### src/rtl/systolic_pkg.sv
// Shared types and default sizing for the systolic array result path.
package systolic_pkg;
  localparam int DEF_WIDTH = 16;
  localparam int DEF_ROWS  = 4;

  typedef logic signed [DEF_WIDTH-1:0] psum_t;
  typedef psum_t [DEF_ROWS-1:0]        psum_vec_t;
endpackage

### src/rtl/systolic_result_fifo.sv
// Synchronous FIFO for aligned result vectors; pointers carry an extra wrap bit.
// Handshake: push is accepted when not full or when a pop happens the same
// cycle; pop is accepted only when not empty. rdata is the head, valid when !empty.
module systolic_result_fifo
  import systolic_pkg::*;
#(
  parameter int W     = DEF_ROWS * DEF_WIDTH,
  parameter int DEPTH = 4
) (
  input  logic         clk,
  input  logic         rst,
  input  logic         push,
  input  logic         pop,
  input  logic [W-1:0] wdata,
  output logic [W-1:0] rdata,
  output logic         full,
  output logic         empty
);
  localparam int AW = $clog2(DEPTH);

  logic [W-1:0] mem [DEPTH];
  logic [AW:0]  wr_ptr;
  logic [AW:0]  rd_ptr;
  logic         do_push;
  logic         do_pop;

  assign empty   = (wr_ptr == rd_ptr);
  assign full    = (wr_ptr[AW] != rd_ptr[AW]) && (wr_ptr[AW-1:0] == rd_ptr[AW-1:0]);
  assign do_pop  = pop & ~empty;
  assign do_push = push & (~full | do_pop);
  assign rdata   = mem[rd_ptr[AW-1:0]];

  always_ff @(posedge clk or posedge rst) begin
    if (rst) begin
      wr_ptr <= '0;
      rd_ptr <= '0;
      for (int i = 0; i < DEPTH; i++) mem[i] <= '0;
    end else begin
      if (do_push) begin
        mem[wr_ptr[AW-1:0]] <= wdata;
        wr_ptr <= wr_ptr + 1'b1;
      end
      if (do_pop) rd_ptr <= rd_ptr + 1'b1;
    end
  end
endmodule

### src/rtl/systolic_result_drain.sv
// Right-edge partial-sum capture: de-skews array rows into one vector, buffers
// it, and flags drops/misalignment since the array cannot be stalled.
module systolic_result_drain
  import systolic_pkg::*;
#(
  parameter int WIDTH = DEF_WIDTH,
  parameter int ROWS  = DEF_ROWS,
  parameter int DEPTH = 4
) (
  input  logic                  clk,
  input  logic                  rst,
  input  logic [ROWS*WIDTH-1:0] row_psum,
  input  logic [ROWS-1:0]       row_valid,
  output logic [ROWS*WIDTH-1:0] out_data,
  output logic                  out_valid,
  input  logic                  out_ready,
  output logic                  overflow,
  output logic                  err_misalign,
  input  logic                  clr_err,
  output logic [15:0]           result_count
);
  logic [WIDTH-1:0]      al_d [ROWS];
  logic                  al_v [ROWS];
  logic [ROWS*WIDTH-1:0] aligned;
  logic [ROWS-1:0]       av;
  logic                  push_req;
  logic                  misalign;
  logic                  pop;
  logic                  full;
  logic                  empty;

  // Row r waits ROWS-1-r cycles so every row lines up with the last one.
  for (genvar r = 0; r < ROWS; r++) begin : g_row
    if (r == ROWS - 1) begin : g_direct
      assign al_d[r] = row_psum[r*WIDTH +: WIDTH];
      assign al_v[r] = row_valid[r];
    end else begin : g_delay
      localparam int D = ROWS - 1 - r;
      logic [WIDTH-1:0] dl_d [D];
      logic             dl_v [D];

      always_ff @(posedge clk or posedge rst) begin
        if (rst) begin
          for (int i = 0; i < D; i++) begin
            dl_d[i] <= '0;
            dl_v[i] <= 1'b0;
          end
        end else begin
          dl_d[0] <= row_psum[r*WIDTH +: WIDTH];
          dl_v[0] <= row_valid[r];
          for (int i = 1; i < D; i++) begin
            dl_d[i] <= dl_d[i-1];
            dl_v[i] <= dl_v[i-1];
          end
        end
      end

      assign al_d[r] = dl_d[D-1];
      assign al_v[r] = dl_v[D-1];
    end
  end

  always_comb begin
    aligned = '0;
    av      = '0;
    for (int r = 0; r < ROWS; r++) begin
      aligned[r*WIDTH +: WIDTH] = al_d[r];
      av[r]                     = al_v[r];
    end
  end

  assign push_req  = &av;
  assign misalign  = (|av) & ~(&av);
  assign out_valid = ~empty;
  assign pop       = out_valid & out_ready;

  systolic_result_fifo #(
    .W     (ROWS * WIDTH),
    .DEPTH (DEPTH)
  ) u_fifo (
    .clk   (clk),
    .rst   (rst),
    .push  (push_req),
    .pop   (pop),
    .wdata (aligned),
    .rdata (out_data),
    .full  (full),
    .empty (empty)
  );

  // Set events take priority over clr_err so a same-cycle error is never lost.
  always_ff @(posedge clk or posedge rst) begin
    if (rst) begin
      overflow     <= 1'b0;
      err_misalign <= 1'b0;
      result_count <= '0;
    end else begin
      if (push_req & full & ~pop) overflow <= 1'b1;
      else if (clr_err)           overflow <= 1'b0;
      if (misalign)               err_misalign <= 1'b1;
      else if (clr_err)           err_misalign <= 1'b0;
      if (pop) result_count <= result_count + 16'd1;
    end
  end
endmodule

### config.mk
export PLATFORM = sky130hd
export DESIGN_NAME = systolic_result_drain
export DESIGN_NICKNAME = d
export VERILOG_FILES = /design/src/rtl/systolic_pkg.sv /design/src/rtl/systolic_result_fifo.sv /design/src/rtl/systolic_result_drain.sv
export SDC_FILE = /design/constraint.sdc
export NUM_CORES = 1
export LEC_CHECK = 0
export CAP_MARGIN = 20
export CORE_ASPECT_RATIO = 1.75
export CORE_UTILIZATION = 58
export CTS_BUF_LIST = sky130_fd_sc_hd__clkbuf_2 sky130_fd_sc_hd__clkbuf_4 sky130_fd_sc_hd__clkbuf_8
export DETAILED_ROUTE_END_ITERATION = 10
export PLACE_DENSITY = 0.86
export SYNTH_ARGS = -nofsm -noshare
export SYNTH_HDL_FRONTEND = slang
export SYNTH_SLANG_ARGS = --single-unit
### constraint.sdc
create_clock -name clk -period 15.4 [get_ports clk]
set_input_delay 1.54 -clock clk [delete_from_list [all_inputs] [get_ports clk]]
set_output_delay 1.54 -clock clk [all_outputs]
set_load 0.01 [all_outputs]
==> flow_summary.yaml, run 1 <==
placement:
  post_dp_cell_area_sq_um: 16460
  dp_hpwl_um: 15830
  dp.cells: 1254
  gp_congestion: 0.7490
  place.port_buffers: 154
synthesis:
  yosys_warnings: 0
  ys.flop_type: "dfrtp_1"
  synthTopCellsByArea: "dfrtp_1 (65%), mux2_2 (20%), mux4_2 (9.8%)"
  synth_commonest_cells: "dfrtp_1 (382), mux2_2 (254), mux4_2 (64)"
  synth_area_sq_um: 14650
  synth_edf_count: 0
  synth_cells: 823
  syn_area_per_cell_sq_um: 17.80
  yosysMostFrequentCell: "dfrtp_1"
  synth_top_area_share: 0.6524
  syn-num-nets: 901
  synth_seq_area_share: 0.6524
  ys_async_sr_fraction: 1.000
  yosys_register_bits: 382
  yosysTopAreaCell: "dfrtp_1"
  ys_types: 26
floorplan:
  num_rows: 76
  die_y_um: 212.3
  start_util: 0.5927
  dieArea_sq_um: 25930
  die_w_um: 122.2
  ios: 155
  core_area_sq_um: 24720
cts:
  cts_resized: 0
  clockBufferDepth: 3
  path_clk_slew_ns: 0.06
  cts_buffers: 52
  clockRootBuffer: "clkbuf_8"
  ctsHoldBuffers: 0
  clock-sinks: 382
  h-tree-depth: 2
  clock_latency_ns: 0.58
  post_cts_buffers: 0
  cts_tree: "done"
routing:
  routedWlPerCell_um: 20.19
  routed_via_density: 5.679
  antenna_left: 0
  first_pass_iters: 4
  initialDrtViolationCount: 308
  wl_um: 27210
  drc: 0
  vias: 7655
worst_setup_path:
  critPathCaptureType: "primary output"
  reg2reg_from: "u_fifo.rd_ptr[0]$_DFFE_PP0P_"
  critPathMaxFanout: 27
  path_cells: "buf_4 > buf_16 > mux4_2 > clkdlybuf4s50_1"
  crit_required_ns: 13.86
  worst_ep_arrival_time_ns: 3.14
  crit_slowest_cell: "dfrtp_4"
  setup.worst_path.start: "u_fifo.rd_ptr[0]$_DFFE_PP0P_"
  slowest_delay_ns: 0.66
  path_class: "flop to primary output"
  crit_family: "buffers and inverters"
  start_kind: "flop"
  worstPathBufferInverterCount: 3
timing:
  fmax_mhz: 213.5
  final-hold-violation-count: 0
  period_share: 0.3041
  rsz0062_at_grt: "false"
  fin_hold_ws_ns: 0.3426
  slew_headroom: 0.2502
  finClkSkew_ns: 0.02436
  period_minus_slack_ns: 4.683
  slew_viol_final: 0
  setup_tns_ns: 0
  worst_pin_slew_ns: 1.125
  setup_violations: 0
global_route:
  grtUsageTotal: 0.2230
  grt_first_pass_wirelength_um: 44030
  antenna_found_initial: 1
  grt-ovfl-total: 0
  grt_max_degree: 141
  grt_pass1_vias: 8440
flow_run:
  maxCapViolCount: 0
final_layout:
  drive_gt1_frac: 0.4097
  fin_cells: 1348
  synthToLayoutAreaGrowth_pct: 20.32
  fin_area_sq_um: 17630
  nNetsFinal: 1076
power_and_ir_drop:
  p_per_area_nw_per_um2: 196.3
  irDropWorstVdd_mv: 0.1265
  p_total_mw: 3.460
  power.leakage_nw: 8.050
hold_path:
  hp-start: "g_row[0].g_delay.dl_d[16]$_DFF_PP0_"
  worstHoldPathType: "flop to flop"
status:
  status: "finished, final reports clean"
cells in the final DEF, fill, tap and decap left out, types with 6 or more instances in the layout:
cell and n:
mux4_2 64, nand4_1 9, ha_1 6, xnor2_1 17
xor2_1 6, inv_1 6, clkdlybuf4s50_1 154, dfrtp_1 380
clkbuf_8 69, clkbuf_4 19, nand2_1 8, mux2_2 254
layer usage:
| metal | vias up | global-route usage | part of all wire |
|---|---|---|---|
| li1 | 3345 | - | - |
| met1 | 4091 | 0.2724 | 0.39 |
| met2 | 160 | 0.3852 | 0.54 |
| met3 | 59 | 0.04721 | 0.042 |
| met4 | 0 | 0.08663 | 0.030 |
| met5 | - | 0 | 0 |
kinds of logic (layout without fill, tap and decap cells):
logic type / Yosys count / after routing / synth area share
other: 0 / 1 / 0
flip-flops: 382 / 382 / 0.6524
AND/OR/NAND/NOR: 37 / 37 / 0.01358
AO/OA/AOI/OAI: 6 / 6 / 0.003074
multiplexers: 322 / 322 / 0.2966
adder cells (fa/ha/maj): 6 / 6 / 0.005123
buffers and inverters: 47 / 259 / 0.01546
XOR/XNOR: 23 / 23 / 0.01375
through the flow:
stage / setup WS [ns] / util
finish: 10.72 / 0.7131
CTS: 10.38 / 0.7108
global route: 10.50 / 0.7130
detailed placement: 10.55 / 0.6657
floorplan: 3.246 / -
global placement: 10.57 / 0.6657
layout make-up:
| cell class | instances | area (sq um) |
|---|---|---|
| flip-flops and latches | 382 | 9567 |
| fillers | 1568 | 7093 |
| multi-input cells | 394 | 4890 |
| repair buffers | 161 | 1634 |
| clock buffers | 88 | 1092 |
| well taps | 312 | 390.4 |
| inverters | 7 | 33.78 |
| clock inverters | 3 | 21.27 |
| diodes | 1 | 2.502 |
worst paths after layout:
check | endpoint | slack, ns | depth (start not counted)
min in group asynchronous | u_fifo.mem[65]$_DFFE_PP0P_ | 1.55 | 2
worst max register to register | u_fifo.mem[96]$_DFFE_PP0P_ | 11.64 | 6
max in group asynchronous | u_fifo.mem[21]$_DFFE_PP0P_ | 11.76 | 5
worst min register to register | al_d[48]$_DFF_PP0_ | 0.34 | 0
worst max-delay path | out_data[23] | 10.72 | 4
worst min-delay path | al_d[48]$_DFF_PP0_ | 0.34 | 0
sequential cells by signal (all words and copies together) (netlist names):
register,count
err_misalign,1
u_fifo.mem,256
g_row.g_delay.dl_d,64
u_fifo.wr_ptr,3
g_row.g_delay.dl_v,4
result_count,16
al_d,32
al_v,2
overflow,1
u_fifo.rd_ptr,3
power by group:
group	internal, mW	switching (mW)
Combinational	0.730	0.388
Clock	0.444	0.356
Sequential	1.32	0.220
Total	2.50	0.964
No activity file was read; power rests on OpenSTA's default activity.
==> run 2: changes to the inputs <==
--- a/config.mk
+++ b/config.mk
@@ -7,10 +7,10 @@
 export LEC_CHECK = 0
 export CAP_MARGIN = 20
 export CORE_ASPECT_RATIO = 1.75
-export CORE_UTILIZATION = 58
+export CORE_UTILIZATION = 53
 export CTS_BUF_LIST = sky130_fd_sc_hd__clkbuf_2 sky130_fd_sc_hd__clkbuf_4 sky130_fd_sc_hd__clkbuf_8
 export DETAILED_ROUTE_END_ITERATION = 10
-export PLACE_DENSITY = 0.86
+export PLACE_DENSITY = 0.83
 export SYNTH_ARGS = -nofsm -noshare
 export SYNTH_HDL_FRONTEND = slang
 export SYNTH_SLANG_ARGS = --single-unit
==> constraint.sdc (replaced) <==
create_clock -name clk -period 4.2 [get_ports clk]
set_input_delay 0.42 -clock clk [delete_from_list [all_inputs] [get_ports clk]]
set_output_delay 0.42 -clock clk [all_outputs]
set_load 0.01 [all_outputs]
==> run 2 against run 1 <==
Sequential power increased to 3.6 times the previous value; first-iteration DRC count increased by 11%; critical path depth decreased by 1; critical endpoint is now out_data[22]; routed wire length increased by 2.3%; total power increased to 3.7 times the previous value; design area increased by 1.1%; cell count increased by 5.1%; core utilization decreased by 5.8 points.
==> flow_summary.yaml, run 2 (synthesis results as in run 1) <==
placement:
  dp.cells: 1321
  place.port_buffers: 154
  gp_congestion: 0.7643
  place_ws_ns: 1.017
  dp_hpwl_um: 16670
  post_dp_cell_area_sq_um: 16640
timing:
  slew_headroom: 0.2765
  period_share: 0.7760
  fin_hold_ws_ns: 0.06854
  finClkSkew_ns: 0.01717
  setup_violations: 0
  fmax_mhz: 306.8
  setup_tns_ns: 0
  slew_viol_final: 0
  final-hold-violation-count: 0
  rsz0062_at_grt: "false"
  period_minus_slack_ns: 3.259
  worst_pin_slew_ns: 1.085
  fin_ws_ns: 0.9409
cts:
  h-tree-depth: 2
  clockBufferDepth: 3
  cts_tree: "done"
  ctsHoldBuffers: 0
  cts_buffers: 53
  clock_latency_ns: 0.60
  post_cts_buffers: 0
  cts_resized: 0
  path_clk_slew_ns: 0.06
  clockRootBuffer: "clkbuf_8"
  clock-sinks: 382
final_layout:
  final_util: 0.6550
  layout_commonest_cell: "dfrtp_1"
  fin_area_sq_um: 17830
  synthToLayoutAreaGrowth_pct: 21.70
  most-common-layout-cells: "dfrtp_1 (380), mux2_2 (254), clkdlybuf4s50_1 (154), clkbuf_8 (69), mux4_2 (64)"
  top_register: "u_fifo.mem"
  largest_register_ffs: 256
  drive_gt1_frac: 0.4159
  nNetsFinal: 1086
  fin_cells: 1417
global_route:
  antenna_found_initial: 4
  grt_pass1_vias: 8653
  grt_max_degree: 100
  grt_first_pass_wirelength_um: 45880
  grt.met3_usage: 0.04151
  grt_util_met1: 0.2575
  top_usage_layer: "met2"
  grtUsageTotal: 0.2105
  met2_usage: 0.3614
  grt-ovfl-total: 0
flow_run:
  maxCapViolCount: 0
worst_setup_path:
  path_class: "flop to primary output"
  critPathCaptureType: "primary output"
  critPathMaxFanout: 66
  worst_ep_arrival_time_ns: 2.84
  crit_required_ns: 3.78
  start_kind: "flop"
routing:
  antenna_left: 0
  routed_via_density: 5.436
  first_pass_iters: 6
  initialDrtViolationCount: 343
  wl_um: 27840
  vias: 7703
  drc: 0
  routedWlPerCell_um: 19.65
hold_path:
  worstHoldPathType: "input port to asynchronous set/reset pin"
floorplan:
  die_y_um: 222.0
  die_w_um: 127.7
  dieArea_sq_um: 28340
  start_util: 0.5382
  ios: 155
  num_rows: 80
  core_area_sq_um: 27230
power_and_ir_drop:
  power.leakage_nw: 8.115
  p_total_mw: 12.85
  p_per_area_nw_per_um2: 720.6
  irDropWorstVdd_mv: 0.3610
status:
  status: "finished, final reports clean"
## run 2: routing by layer
metal,part of all wire,up-vias
met3,0.038,69
met5,0.00097,-
li1,-,3377
met4,0.035,4
met2,0.53,176
met1,0.39,4077
## run 2: report_power, final
part	switching [mW]	total, mW	internal (mW)
sequential	0.623	5.48	4.85
clock	1.32	3.06	1.74
combinational	1.64	4.31	2.68
## run 2: worst max-delay path, cell delays in order (launching register included)
cell and delay (ns):
dfrtp_4 0.41, buf_4 0.80, mux4_2 0.44, clkdlybuf4s50_1 0.55
## run 2: final cells by class
| type | instances | area, sq um |
|---|---|---|
| Tap cell | 369 | 461.7 |
| Clock inverter | 6 | 82.58 |
| Timing Repair Buffer | 170 | 1712 |
| Clock buffer | 87 | 1085 |
| Multi-Input combinational cell | 394 | 4890 |
| Fill cell | 1944 | 9394 |
| Sequential cell | 382 | 9567 |
| Antenna cell | 2 | 5.005 |
| Inverter | 7 | 30.03 |
## run 2: worst paths after layout
| path | start | end | slack, ns | cells past startpoint |
|---|---|---|---|---|
| max | u_fifo.rd_ptr[1]$_DFFE_PP0P_ | out_data[22] | 0.94 | 3 |
| min | rst | u_fifo.mem[48]$_DFFE_PP0P_ | 0.07 | 2 |
| max reg2reg | u_fifo.rd_ptr[0]$_DFFE_PP0P_ | u_fifo.mem[11]$_DFFE_PP0P_ | 1.31 | 5 |
| min reg2reg | g_row[0].g_delay.dl_d[44]$_DFF_PP0_ | g_row[0].g_delay.dl_d[28]$_DFF_PP0_ | 0.35 | 0 |
| max in group asynchronous | rst | u_fifo.mem[80]$_DFFE_PP0P_ | 3.12 | 4 |
| min in group clk | row_psum[36] | g_row[2].g_delay.dl_d[4]$_DFF_PP0_ | 0.25 | 1 |
==> run 3: changes to the inputs <==
==> constraint.sdc (replaced) <==
create_clock -name clk -period 2.9 [get_ports clk]
set_input_delay 0.29 -clock clk [delete_from_list [all_inputs] [get_ports clk]]
set_output_delay 0.29 -clock clk [all_outputs]
set_load 0.01 [all_outputs]
==> run 3 against run 2 <==
Setup slack worse by 0.83 ns; critical path type unchanged; largest cell class unchanged; first-iteration DRC count is 20% lower; sequential cell count stayed put; cell count is 0.56% higher.
==> flow_summary.yaml, run 3 (synthesis results as in run 1) <==
status:
  status: "finished, final reports clean"
cts:
  cts_buffers: 53
  ctsHoldBuffers: 0
  clock_latency_ns: 0.59
  h-tree-depth: 2
  clockRootBuffer: "clkbuf_8"
  cts_tree: "done"
  clockBufferDepth: 3
  clock-sinks: 382
  path_clk_slew_ns: 0.07
timing:
  slew_headroom: 0.5785
  rsz0062_at_grt: "true"
  slew_viol_final: 0
  setup_violations: 0
  period_share: 0.9606
  fmax_mhz: 359.0
  period_minus_slack_ns: 2.786
  worst_pin_slew_ns: 0.6322
  finClkSkew_ns: 0.02109
  fin_hold_ws_ns: 0.05502
  final-hold-violation-count: 0
global_route:
  grt_first_pass_wirelength_um: 44430
  grtUsageTotal: 0.2036
  grt-ovfl-total: 0
  antenna_found_initial: 2
  grt_pass1_vias: 8530
  grt_max_degree: 84
power_and_ir_drop:
  clkPwrFrac: 0.234
  p_total_mw: 18.49
  p_seq_frac: 0.428
  sw_frac_of_total: 0.2765
  p_per_area_nw_per_um2: 1029
  internal_power_mw: 13.38
  comb_power_share: 0.338
  irDropWorstVdd_mv: 0.6354
  power.leakage_nw: 8.190
  p_switching_mw: 5.113
worst_setup_path:
  path_class: "flop to primary output"
  critPathCaptureType: "primary output"
  critPathMaxFanout: 26
  start_kind: "flop"
  worst_ep_arrival_time_ns: 2.50
  crit_required_ns: 2.61
  setup.worst_path.start: "u_fifo.rd_ptr[0]$_DFFE_PP0P_"
  reg2reg_from: "u_fifo.rd_ptr[0]$_DFFE_PP0P_"
placement:
  gp_congestion: 0.7538
  post_dp_cell_area_sq_um: 16810
  place.port_buffers: 154
  dp_hpwl_um: 16920
routing:
  antenna_left: 0
  wl_met2_um: 14960
  dr.max_layer_used: "met5"
  routedWlPerCell_um: 19.08
  drc: 0
  initialDrtViolationCount: 273
  wl_um: 27180
  wl_met3_um: 989
  routed_via_density: 5.380
  wl_met1_um: 10440
  first_pass_iters: 4
  vias: 7666
floorplan:
  ios: 155
  die_y_um: 222.0
  dieArea_sq_um: 28340
  start_util: 0.5382
  core_area_sq_um: 27230
  die_w_um: 127.7
  num_rows: 80
final_layout:
  most-common-layout-cells: "dfrtp_1 (380), mux2_2 (254), clkdlybuf4s50_1 (154), clkbuf_8 (74), mux4_2 (64)"
  fin_area_sq_um: 17980
  nNetsFinal: 1094
  drive_gt1_frac: 0.4203
  synthToLayoutAreaGrowth_pct: 22.68
  largest_register_ffs: 256
  top_register: "u_fifo.mem"
  layout_commonest_cell: "dfrtp_1"
hold_path:
  worstHoldPathType: "input port to asynchronous set/reset pin"
flow_run:
  maxCapViolCount: 0
run 3: changes by cell type in the layout (fill, tap and decap cells not counted):
cell,previous run,this run
bufinv_16,2,1
clkbuf_8,69,74
clkinv_2,3,8
buf_12,4,11
clkbuf_4,18,10
run 3: power by group through the flow:
stage / sequential, mW / combinational [mW] / clock (mW)
global placement: 7.89 / 6.20 / 0
finish: 7.92 / 6.25 / 4.33
global route: 8.10 / 6.68 / 4.71
detailed placement: 8.00 / 6.33 / 0
CTS: 7.91 / 6.36 / 4.47
floorplan: 7.71 / 3.91 / 0
run 3: path summary, 6_finish.rpt:
check	endpoint	slack (ns)	depth (start not counted)
max	out_data[19]	0.11	3
min	u_fifo.mem[181]$_DFFE_PP0P_	0.06	2
max reg2reg	u_fifo.mem[77]$_DFFE_PP0P_	0.47	5
min reg2reg	al_d[42]$_DFF_PP0_	0.34	0
max in group asynchronous	u_fifo.mem[148]$_DFFE_PP0P_	2.00	4
min in group clk	g_row[2].g_delay.dl_d[3]$_DFF_PP0_	0.13	1
run 3: layout make-up:
| cell class | count | area [sq um] |
|---|---|---|
| antenna | 2 | 5.005 |
| fill | 1916 | 9250 |
| clock buffer | 83 | 1080 |
| clock inverter | 10 | 77.57 |
| sequential | 382 | 9567 |
| multi-input combinational | 394 | 4890 |
| tap | 369 | 461.7 |
| inverter | 7 | 30.03 |
| timing repair buffer | 178 | 1866 |
run 3: through the flow:
step                      TNS [ns]    util  setup slack, ns  cells
after floorplan            -964.17       -           -2.524    823
after global placement           0  0.6173           0.5263   1330
after global routing      -0.01971  0.6602         -0.01243   1424
after detailed placement         0  0.6173           0.4716   1330
after CTS                        0  0.6600          0.02956   1423
final                            0  0.6602           0.1143   1425
run 3: timing repair:
action                                  4_1_cts  5_1_grt
buffers inserted                              0        0
endpoints found under the setup margin       26        7
gates resized for setup                       1        1
run 3: metal layers:
| layer | vias to the layer above | global-route usage |
|---|---|---|
| met5 | - | 0 |
| met4 | 2 | 0.08083 |
| met3 | 54 | 0.04126 |
| met2 | 139 | 0.3666 |
| met1 | 4086 | 0.2355 |
| li1 | 3385 | - |
run 3: critical path, stage by stage (launching register included):
cell	delay, ns
dfrtp_4	0.45
clkbuf_8	0.34
mux4_2	0.58
clkdlybuf4s50_1	0.50
